**config.mk**
```make
export PLATFORM = sky130hd
export DESIGN_NAME = wand_path_sequencer
export DESIGN_NICKNAME = d
export VERILOG_FILES = /design/src/rtl/wand_path_sequencer.sv
export SDC_FILE = /design/constraint.sdc
export NUM_CORES = 1
export LEC_CHECK = 0
export ABC_AREA = 1
export ABC_CLOCK_PERIOD_IN_PS = 2900
export CAP_MARGIN = 25
export CORE_ASPECT_RATIO = 0.9
export CORE_MARGIN = 2
export CORE_UTILIZATION = 40
export CTS_CLUSTER_SIZE = 8
export DETAILED_ROUTE_END_ITERATION = 8
export PLACE_DENSITY = 0.74
export SYNTH_ARGS = -nofsm -noshare
export SYNTH_HDL_FRONTEND = slang
export SYNTH_SLANG_ARGS = --single-unit
```
**constraint.sdc**
```tcl
create_clock -name clk -period 2.9 [get_ports clk]
set_input_delay 0.725 -clock clk [delete_from_list [all_inputs] [get_ports clk]]
set_output_delay 0.725 -clock clk [all_outputs]
set_load 0.02 [all_outputs]
```
**src/rtl/wand_path_sequencer.sv**
```systemverilog
// Wand sprite path sequencer: walks a packed 4x4 box trace one segment at a time,
// steps the sprite position on a fixed tick and flags non-adjacent segments.
module wand_path_sequencer #(
    parameter int TICK_DIV    = 2000000,
    parameter int STEP_PX     = 2,
    parameter int BOX_PX      = 100,
    parameter int ROW0        = 90,
    parameter int COL0        = 170,
    parameter int DWELL_TICKS = 25
) (
    input  logic        clk,
    input  logic        reset,
    input  logic        learn_mode,
    input  logic        start,
    input  logic [63:0] trace_order,
    input  logic [5:0]  trace_boxes,
    output logic [3:0]  origin,
    output logic [3:0]  next,
    output logic [8:0]  wand_row,
    output logic [9:0]  wand_col,
    output logic        wand_on,
    output logic [3:0]  seg_idx,
    output logic        busy,
    output logic        done,
    output logic        path_err
);

    localparam int STEPS = BOX_PX / STEP_PX;
    localparam int TW    = (TICK_DIV > 1) ? $clog2(TICK_DIV) : 1;
    localparam int DW    = $clog2(DWELL_TICKS + 1);
    localparam int SW    = $clog2(STEPS + 1);

    typedef enum logic [2:0] {
        S_IDLE,
        S_PLACE,
        S_DWELL,
        S_MOVE,
        S_FINISH
    } state_t;

    state_t        state_q, state_d;
    logic [TW-1:0] tick_cnt_q, tick_cnt_d;
    logic [DW-1:0] dwell_cnt_q, dwell_cnt_d;
    logic [SW-1:0] step_cnt_q, step_cnt_d;
    logic [63:0]   trace_q, trace_d;
    logic [3:0]    n_q, n_d;
    logic [3:0]    origin_q, origin_d;
    logic [3:0]    next_q, next_d;
    logic [8:0]    row_q, row_d;
    logic [9:0]    col_q, col_d;
    logic [3:0]    seg_q, seg_d;
    logic          err_q, err_d;

    logic          tick;
    logic [3:0]    n_accept;
    logic [3:0]    seg_delta;

    function automatic logic [3:0] box_at(input logic [63:0] tr, input logic [3:0] k);
        return tr[{k, 2'b00} +: 4];
    endfunction

    function automatic logic [8:0] box_row(input logic [3:0] b);
        return 9'(ROW0 + BOX_PX * int'(b[3:2]));
    endfunction

    function automatic logic [9:0] box_col(input logic [3:0] b);
        return 10'(COL0 + BOX_PX * int'(b[1:0]));
    endfunction

    // Legal moves are one box up/down/left/right without wrapping across a row or the grid.
    function automatic logic seg_legal(input logic [3:0] o, input logic [3:0] n);
        logic [3:0] d;
        logic       ok;
        d  = n - o;
        ok = 1'b0;
        case (d)
            4'h1:    ok = (o[1:0] != 2'd3);
            4'hF:    ok = (o[1:0] != 2'd0);
            4'h4:    ok = (o < 4'd12);
            4'hC:    ok = (o > 4'd3);
            default: ok = 1'b0;
        endcase
        return ok;
    endfunction

    assign tick      = (tick_cnt_q == TW'(TICK_DIV - 1));
    assign n_accept  = (trace_boxes > 6'd15) ? 4'd15 : trace_boxes[3:0];
    assign seg_delta = next_q - origin_q;

    always_comb begin
        // NOTE: every *_d gets its hold value first, so no path through the case infers a latch.
        state_d     = state_q;
        tick_cnt_d  = tick ? '0 : tick_cnt_q + TW'(1);
        dwell_cnt_d = dwell_cnt_q;
        step_cnt_d  = step_cnt_q;
        trace_d     = trace_q;
        n_d         = n_q;
        origin_d    = origin_q;
        next_d      = next_q;
        row_d       = row_q;
        col_d       = col_q;
        seg_d       = seg_q;
        err_d       = err_q;

        if (state_q != S_IDLE && !learn_mode) begin
            state_d = S_IDLE;
        end else begin
            case (state_q)
                S_IDLE: begin
                    if (start && learn_mode) begin
                        trace_d    = trace_order;
                        n_d        = n_accept;
                        seg_d      = '0;
                        err_d      = 1'b0;
                        tick_cnt_d = '0;
                        origin_d   = trace_order[3:0];
                        next_d     = (n_accept == 4'd0) ? trace_order[3:0] : trace_order[7:4];
                        row_d      = box_row(trace_order[3:0]);
                        col_d      = box_col(trace_order[3:0]);
                        state_d    = S_PLACE;
                    end
                end
                S_PLACE: begin
                    dwell_cnt_d = '0;
                    state_d     = S_DWELL;
                end
                S_DWELL: begin
                    if (tick) begin
                        if (dwell_cnt_q == DW'(DWELL_TICKS - 1)) begin
                            dwell_cnt_d = '0;
                            if (seg_q == n_q) begin
                                state_d = S_FINISH;
                            end else if (seg_legal(origin_q, next_q)) begin
                                step_cnt_d = '0;
                                state_d    = S_MOVE;
                            end else begin
                                err_d   = 1'b1;
                                state_d = S_FINISH;
                            end
                        end else begin
                            dwell_cnt_d = dwell_cnt_q + DW'(1);
                        end
                    end
                end
                S_MOVE: begin
                    if (tick) begin
                        case (seg_delta)
                            4'h1:    col_d = col_q + 10'(STEP_PX);
                            4'hF:    col_d = col_q - 10'(STEP_PX);
                            4'h4:    row_d = row_q + 9'(STEP_PX);
                            4'hC:    row_d = row_q - 9'(STEP_PX);
                            default: ;
                        endcase
                        if (step_cnt_q == SW'(STEPS - 1)) begin
                            seg_d       = seg_q + 4'd1;
                            origin_d    = next_q;
                            // The final segment leaves next parked on the last box.
                            next_d      = (seg_q + 4'd1 == n_q) ? next_q
                                                                : box_at(trace_q, seg_q + 4'd2);
                            dwell_cnt_d = '0;
                            state_d     = S_DWELL;
                        end else begin
                            step_cnt_d = step_cnt_q + SW'(1);
                        end
                    end
                end
                S_FINISH: state_d = S_IDLE;
                default:  state_d = S_IDLE;
            endcase
        end
    end

    // NOTE: all state is updated with <= so every flop samples the same pre-edge values.
    always_ff @(posedge clk) begin
        if (reset) begin
            // NOTE: the latched trace is reset as well, so no X can ever reach origin/next.
            state_q     <= S_IDLE;
            tick_cnt_q  <= '0;
            dwell_cnt_q <= '0;
            step_cnt_q  <= '0;
            trace_q     <= '0;
            n_q         <= '0;
            origin_q    <= '0;
            next_q      <= '0;
            row_q       <= 9'(ROW0);
            col_q       <= 10'(COL0);
            seg_q       <= '0;
            err_q       <= 1'b0;
        end else begin
            state_q     <= state_d;
            tick_cnt_q  <= tick_cnt_d;
            dwell_cnt_q <= dwell_cnt_d;
            step_cnt_q  <= step_cnt_d;
            trace_q     <= trace_d;
            n_q         <= n_d;
            origin_q    <= origin_d;
            next_q      <= next_d;
            row_q       <= row_d;
            col_q       <= col_d;
            seg_q       <= seg_d;
            err_q       <= err_d;
        end
    end

    assign busy     = (state_q == S_PLACE) || (state_q == S_DWELL) || (state_q == S_MOVE);
    assign wand_on  = busy;
    assign done     = (state_q == S_FINISH) && !err_q;
    assign origin   = origin_q;
    assign next     = next_q;
    assign wand_row = row_q;
    assign wand_col = col_q;
    assign seg_idx  = seg_q;
    assign path_err = err_q;

endmodule
```
==> After elaboration in Yosys (flattened, before gate mapping) <==
Cells that the tools add are included.
Widths: inputs -> output; s select.
{ "totals": {"reg_bits": 135, "input_bits": 74, "output_inout_bits": 35, "wordCells": 141} }
{ "classes": {"n_addsub": 12, "multipliers": 2, "magnitude_cmp": 3, "eq_ne": 26, "shift": 1, "mux": 59, "bitwise": 1, "reduce_logical": 25} }
{ "op_table": {"columns": ["cell", "n"], "rows": [
  ["$mux 21", 4],
  ["$shiftx 64x7->4", 1],
  ["$mux 4", 12],
  ["$pmux 10 s2", 2],
  ["$mux 6", 6],
  ["$pmux 9 s2", 2],
  ["$reduce_and 5->1", 5],
  ["$pmux 4 s2", 3],
  ["$add 21x1->21 const B", 1],
  ["$eq 21x21->1 const B", 1],
  ["$mux 3", 7],
  ["$mux 10", 2],
  ["$mux 5", 4],
  ["$ne 2x2->1 const B", 10],
  ["$mux 9", 2],
  ["$pmux 5 s3", 1],
  ["$mul 5x2->7 const A", 2],
  ["$pmux 3 s4", 1],
  ["$pmux 6 s2", 1],
  ["$add 10x2->10 const B", 1],
  ["$add 8x9->10 const A", 1],
  ["$mux 1", 10],
  ["$sub 10x2->10 const B", 1],
  ["$add 7x9->9 const A", 1],
  ["36 further kinds", 48]
]} }

==> Depth between registers and ports, before layout <==
Gate-level depths: netlist of run 1.
{ "depth": {"depth_word": 13, "mapped_depth": 20, "depth_no_buf": 20} }

==> Least setup slack after synthesis of run 1 <==
OpenSTA, ideal clock, no wires.
{ "synth_timing": {"path_type": "register -> register", "startpoint": "reg next_q[0], in the netlist next[0]", "endpoint": "reg col_q[4], in the netlist wand_col[4]", "setup_ns": 0.132, "arrival_ns": 2.714, "required_ns": 2.768, "setup_slack_ns": 0.053, "stages_incl_launch_ff": 15, "n_path_buf": 0, "period_less_slack_ns": 2.847, "path_cell_list": "dfxtp_1 > inv_1 > ha_1 > fa_1 > nor3_2 > nand2_2 > inv_1 > ha_1 > a21oi_1 > nand2_1 > or2_2 > nand3_1 > nand2_1 > nand2_1 > a21oi_1"} }
{ "synth_between": {"elab_chain_len": 5, "elab_cells_between_ends": 8, "cone_classes": "add/sub: 1; eq/ne: 3; mux: 3; reduce/logical: 1"} }
{ "synth_lines": {"columns": ["item", "line_no", "rtl"], "rows": [
  ["from (decl)", "48", "logic [3:0] next_q, next_d;"],
  ["from (signal assigned)", "197", "next_q <= next_d;"],
  ["$sub 4x4->4 (*)", "88", "assign seg_delta = next_q - origin_q;"],
  ["$eq 4x4->1 or $eq 4x1->1 (tied branches)", "147", "case (seg_delta)"],
  ["$pmux 10 s2", "147", null],
  ["$mux 10", "146", "if (tick) begin"],
  ["$pmux 10 s2", "108", "case (state_q)"],
  ["to (signal assigned)", "186", "col_q <= 10'(COL0);"],
  ["to (signal assigned)", "199", "col_q <= col_d;"],
  ["to (decl)", "50", "logic [9:0] col_q, col_d;"]
]} }
Mark *: on every way between the ends. The rest lies on a longest branch, timed or not. The select of a mux whose other input is x is not followed.
A chain may end at the register's enable or synchronous reset.

==> Worst setup path after layout of run 1 <==
{ "layout_timing": {"startpoint": "reg next_q[0], in the netlist next[0]", "endpoint": "reg row_q[7], in the netlist wand_row[7]"} }
{ "layout_between": {"elab_chain_len": 5, "elab_cells_between_ends": 8, "cone_classes": "add/sub: 1; eq/ne: 3; mux: 3; reduce/logical: 1"} }
{ "layout_lines": {"columns": ["item", "line_no", "rtl"], "rows": [
  ["$sub 4x4->4 (*)", "88", null],
  ["$eq 4x4->1 or $eq 4x3->1 (tied branches)", "147", null],
  ["$pmux 9 s2", "147", null],
  ["$mux 9", "146", null],
  ["$pmux 9 s2", "108", null],
  ["to (signal assigned)", "185", "row_q <= 9'(ROW0);"],
  ["to (signal assigned)", "198", "row_q <= row_d;"],
  ["to (decl)", "49", "logic [8:0] row_q, row_d;"]
]} }
Marked as above.

==> results of run 1 <==
==> timing repair <==
item / in CTS / in global routing
buffers inserted: 0 / 3
pin swaps: 0 / 7
setup endpoints to repair: 4 / 11
resized for setup: 1 / 37
gates cloned: 0 / 0
==> cell families (layout without fill, tap and decap cells) <==
family / after synthesis / in the layout / share of synthesized area [%]
AO/OA/AOI/OAI: 282 / 282 / 19.4
XOR/XNOR: 18 / 18 / 2.05
adder cells (fa/ha/maj): 35 / 35 / 6.00
buffers and inverters: 209 / 317 / 11.1
flip-flops: 133 / 133 / 34.7
other: 1 / 2 / 0.0489
AND/OR/NAND/NOR: 450 / 450 / 26.7
==> critical path, delay by kind of cell (launching register included) <==
kind                     cells  cell delay [ns]
flip-flops                   1             0.33
buffers and inverters        3             0.30
AND/OR/NAND/NOR              8             0.73
AO/OA/AOI/OAI                2             0.13
adder cells (fa/ha/maj)      3             1.17
==> power by group through the flow <==
stage / clock [mW] / combinational, mW / sequential (mW)
detailed placement: 0 / 2.90 / 2.46
global route: 2.27 / 3.57 / 2.49
global placement: 0 / 2.84 / 2.45
floorplan: 0 / 1.96 / 2.54
CTS: 2.18 / 2.93 / 2.42
finish: 2.15 / 3.17 / 2.45
==> metrics by stage <==
stage	hold slack (ns)	util (%)	power [mW]	instance area, µm²	TNS, ns
2_1_floorplan	0.424	-	4.50	7680	0
3_3_place_gp	0.432	47.2	5.29	8960	0
3_5_place_dp	0.435	47.2	5.36	8960	0
4_1_cts	0.446	50.3	7.53	9550	-0.00393
5_1_grt	0.464	51.5	8.33	9770	-0.232
6_report	0.443	51.5	7.76	9770	0
==> path summary, 6_finish.rpt <==
kind,to,cells past startpoint,startpoint
setup / recovery,wand_row[7],16,next[0]
hold / removal,trace_q[33],2,trace_q[33]
setup reg to reg,wand_row[7],16,next[0]
hold reg to reg,trace_q[33],2,trace_q[33]
==> Yosys cell counts, types with 4 or more instances <==
library cell  number  area share [%]
a21oi_1          137             8.9
a21oi_2            4            0.46
a31oi_1            4            0.33
buf_2             16             1.0
buf_6              4            0.59
clkbuf_1          25             1.2
dfxtp_1          133              35
ha_1              32             5.2
inv_1            152             7.4
inv_2              6            0.29
nand2_1          214              10
nand2_2            9            0.73
nand3_1           85             5.5
nand3_2            4            0.52
nand4_1           11            0.90
nor2_1            79             3.9
nor2_2             6            0.49
nor2_4             4            0.59
nor3_1            17             1.1
nor3_2             6            0.78
o211ai_1           5            0.49
o21ai_0          112             7.3
o21ai_1            5            0.33
o21bai_1           5            0.49
or2_2              4            0.33
xnor2_1            6            0.68
xor2_1            12             1.4
==> registers in the layout, summed over array words and instances (netlist names) <==
signal       cells
state_q          3
dwell_cnt_q      5
wand_col         9
seg_idx          4
n_q              4
step_cnt_q       6
origin           4
next             4
tick_cnt_q      21
path_err         1
wand_row         8
trace_q         64
==> layout make-up <==
cell class	instances	area, µm²
flip-flops and latches	133	2670
well taps	250	313
clock inverters	15	161
repair buffers	124	1230
fillers	1859	9210
inverters	161	618
clock buffers	17	425
multi-input cells	787	4360
==> layer usage <==
layer,track usage (%),up-vias,part of all wire (%)
met2,30.5,186,44
met3,3.67,35,4.3
met5,0,-,0
met1,27.5,3353,49
li1,-,3874,-
met4,6.76,0,2.6
==> summary.md, run 1 <==
| Metric | Value |
|---|---|
| Vias in the first global route | approximately 6900 |
| Final Max Slew Viols | 0 |
| DIE AREA | 20300 µm² |
| Int Power | 4.69 mW |
| Final wirelength | 19800 µm |
| Minimum clock period after layout | around 2.8 ns |
| Max VDD drop | 360 µV |
| Worst Path Arrival | 3.09 ns |
| Worst setup SP type | flip-flop |
| Final #Nets | 1333 |
| CTS tree | done |
| Post-Syn Instances | about 1100 |
| Run status | complete, no violations |
| FF+latch count, synth | ~130 |
| Die width | around 150 µm |
| Initial antenna violation count | 0 |
| Vias | 7448 |
| Register area share after synthesis | roughly a third |
| Avg Cell Area, Syn | 6.80 µm² |
| Ys Warns | 0 |
| Num ports | between 100 and 150 |
| Inst Count DP | 1452 |
| Non-Filler Instances | roughly 1500 |
| Core ar. | 19000 µm² |
| H-tree Lvls | 4 |
| Pre-CTS setup slack | 0.00184 ns |
| CTS root buf | clkbuf_16 |
| Max Root-Sink Buffers | 2 |
| Crit path largest cell delay | 0.60 ns |
| Mapped Area | 7670 µm² |
| Slowest CP cell | fa_2 |
| Layout cells sized above 1 | 10.8% |
| CTS buffer count | 17 |
| Share of total power in combinational logic | 40.8% |
| Largest net degree at the start of global routing | 137 |
| Die H | 135 µm |
| Synthesis-to-finish area growth | 27.4% |
| Rel. slew slack | 60.6% |
| Initial Util | 40.4% |
| Flop-to-flop setup slack | 0.11 ns |
| Routed wire per std cell | 13.3 µm |
| Routed Antenna Nets | 0 |
| Final setup margin | approximately 0.11 ns |
| Net Sw Power | 3.07 mW |
| CP required | 3.20 ns |
| Clk slew on worst S/H paths | 0.07 ns |
| Core Rows | 48 |
| Sequential fraction of design power | a little under a third |
| Max-cap violations | 0 |
| Clock sink count | ~130 |
| # setup viols final | 0 |
| Clk network pwr share | 27.6% |
| Worst-skew pair later-pin latency | 0.42 ns |
| Placer Congestion | between 0.8 and 0.9 |
| Power density over the cells | 794 nW/µm² |
| Leakage power | between 3 and 4 nW |
| Synth Flop Type | dfxtp_1 |
| First-pass GRT wire length | 32400 µm |
| Sw Share | 39.5% |
| Most frequent cells in the layout | nand2_1 (210), inv_1 (149), a21oi_1 (130), dfxtp_1 (130), o21ai_0 (112) |
| Ys async rst share | 0% |
| Post-route clock period utilization | 96.1% |
| Hpwl dp | 13700 µm |
| Slew of the pin with the lowest slew margin | 0.590 ns |
| CP most frequent cell | nand2_1 |
| Final clock skew | around 0.011 ns |
| DRC | 0 |
| GRT Util Overall | just under 20% |
| Hold_buf cts | 0 |
| Final Hold Viols | 0 |
| Number of diodes | 0 |
| Number of enable flip-flop cells after synthesis | 0 |
| Critical path endpoint category | flip-flop |
| Max FO, Critical Path | 4 |
| Synth unique cells | 47 |
| Fmax | approximately 360 MHz |
| Crit-path cells | inv_1, ha_2, fa_2, nand2_1, nor2_2, nand2_2, buf_4, fa_1, inv_2, nand4_1, nand3_1, nand2_1, nand3_1, o21ai_0, nand2_1, a21oi_1 |
| Gr ovfl total | 0 |
| Worst setup path class | reg2reg |
| HP Class | reg2reg |
| DRT iter0 DRCs | 374 |
| Commonest non-fill, non-tap cell in the layout | nand2_1 |
| 1st-pass router iterations | 5 |
| Vias/cell | 5.01 |
| Input/output buffers | about 110 |
No activity file was read; power rests on OpenSTA's default activity.
==> inputs of run 2 (changes only) <==
Settings changed: CTS_CLUSTER_DIAMETER set to 150, HOLD_SLACK_MARGIN set to 0.12.
==> results of run 2 <==
Final layout, timing and power as in run 1 (identical DEF).
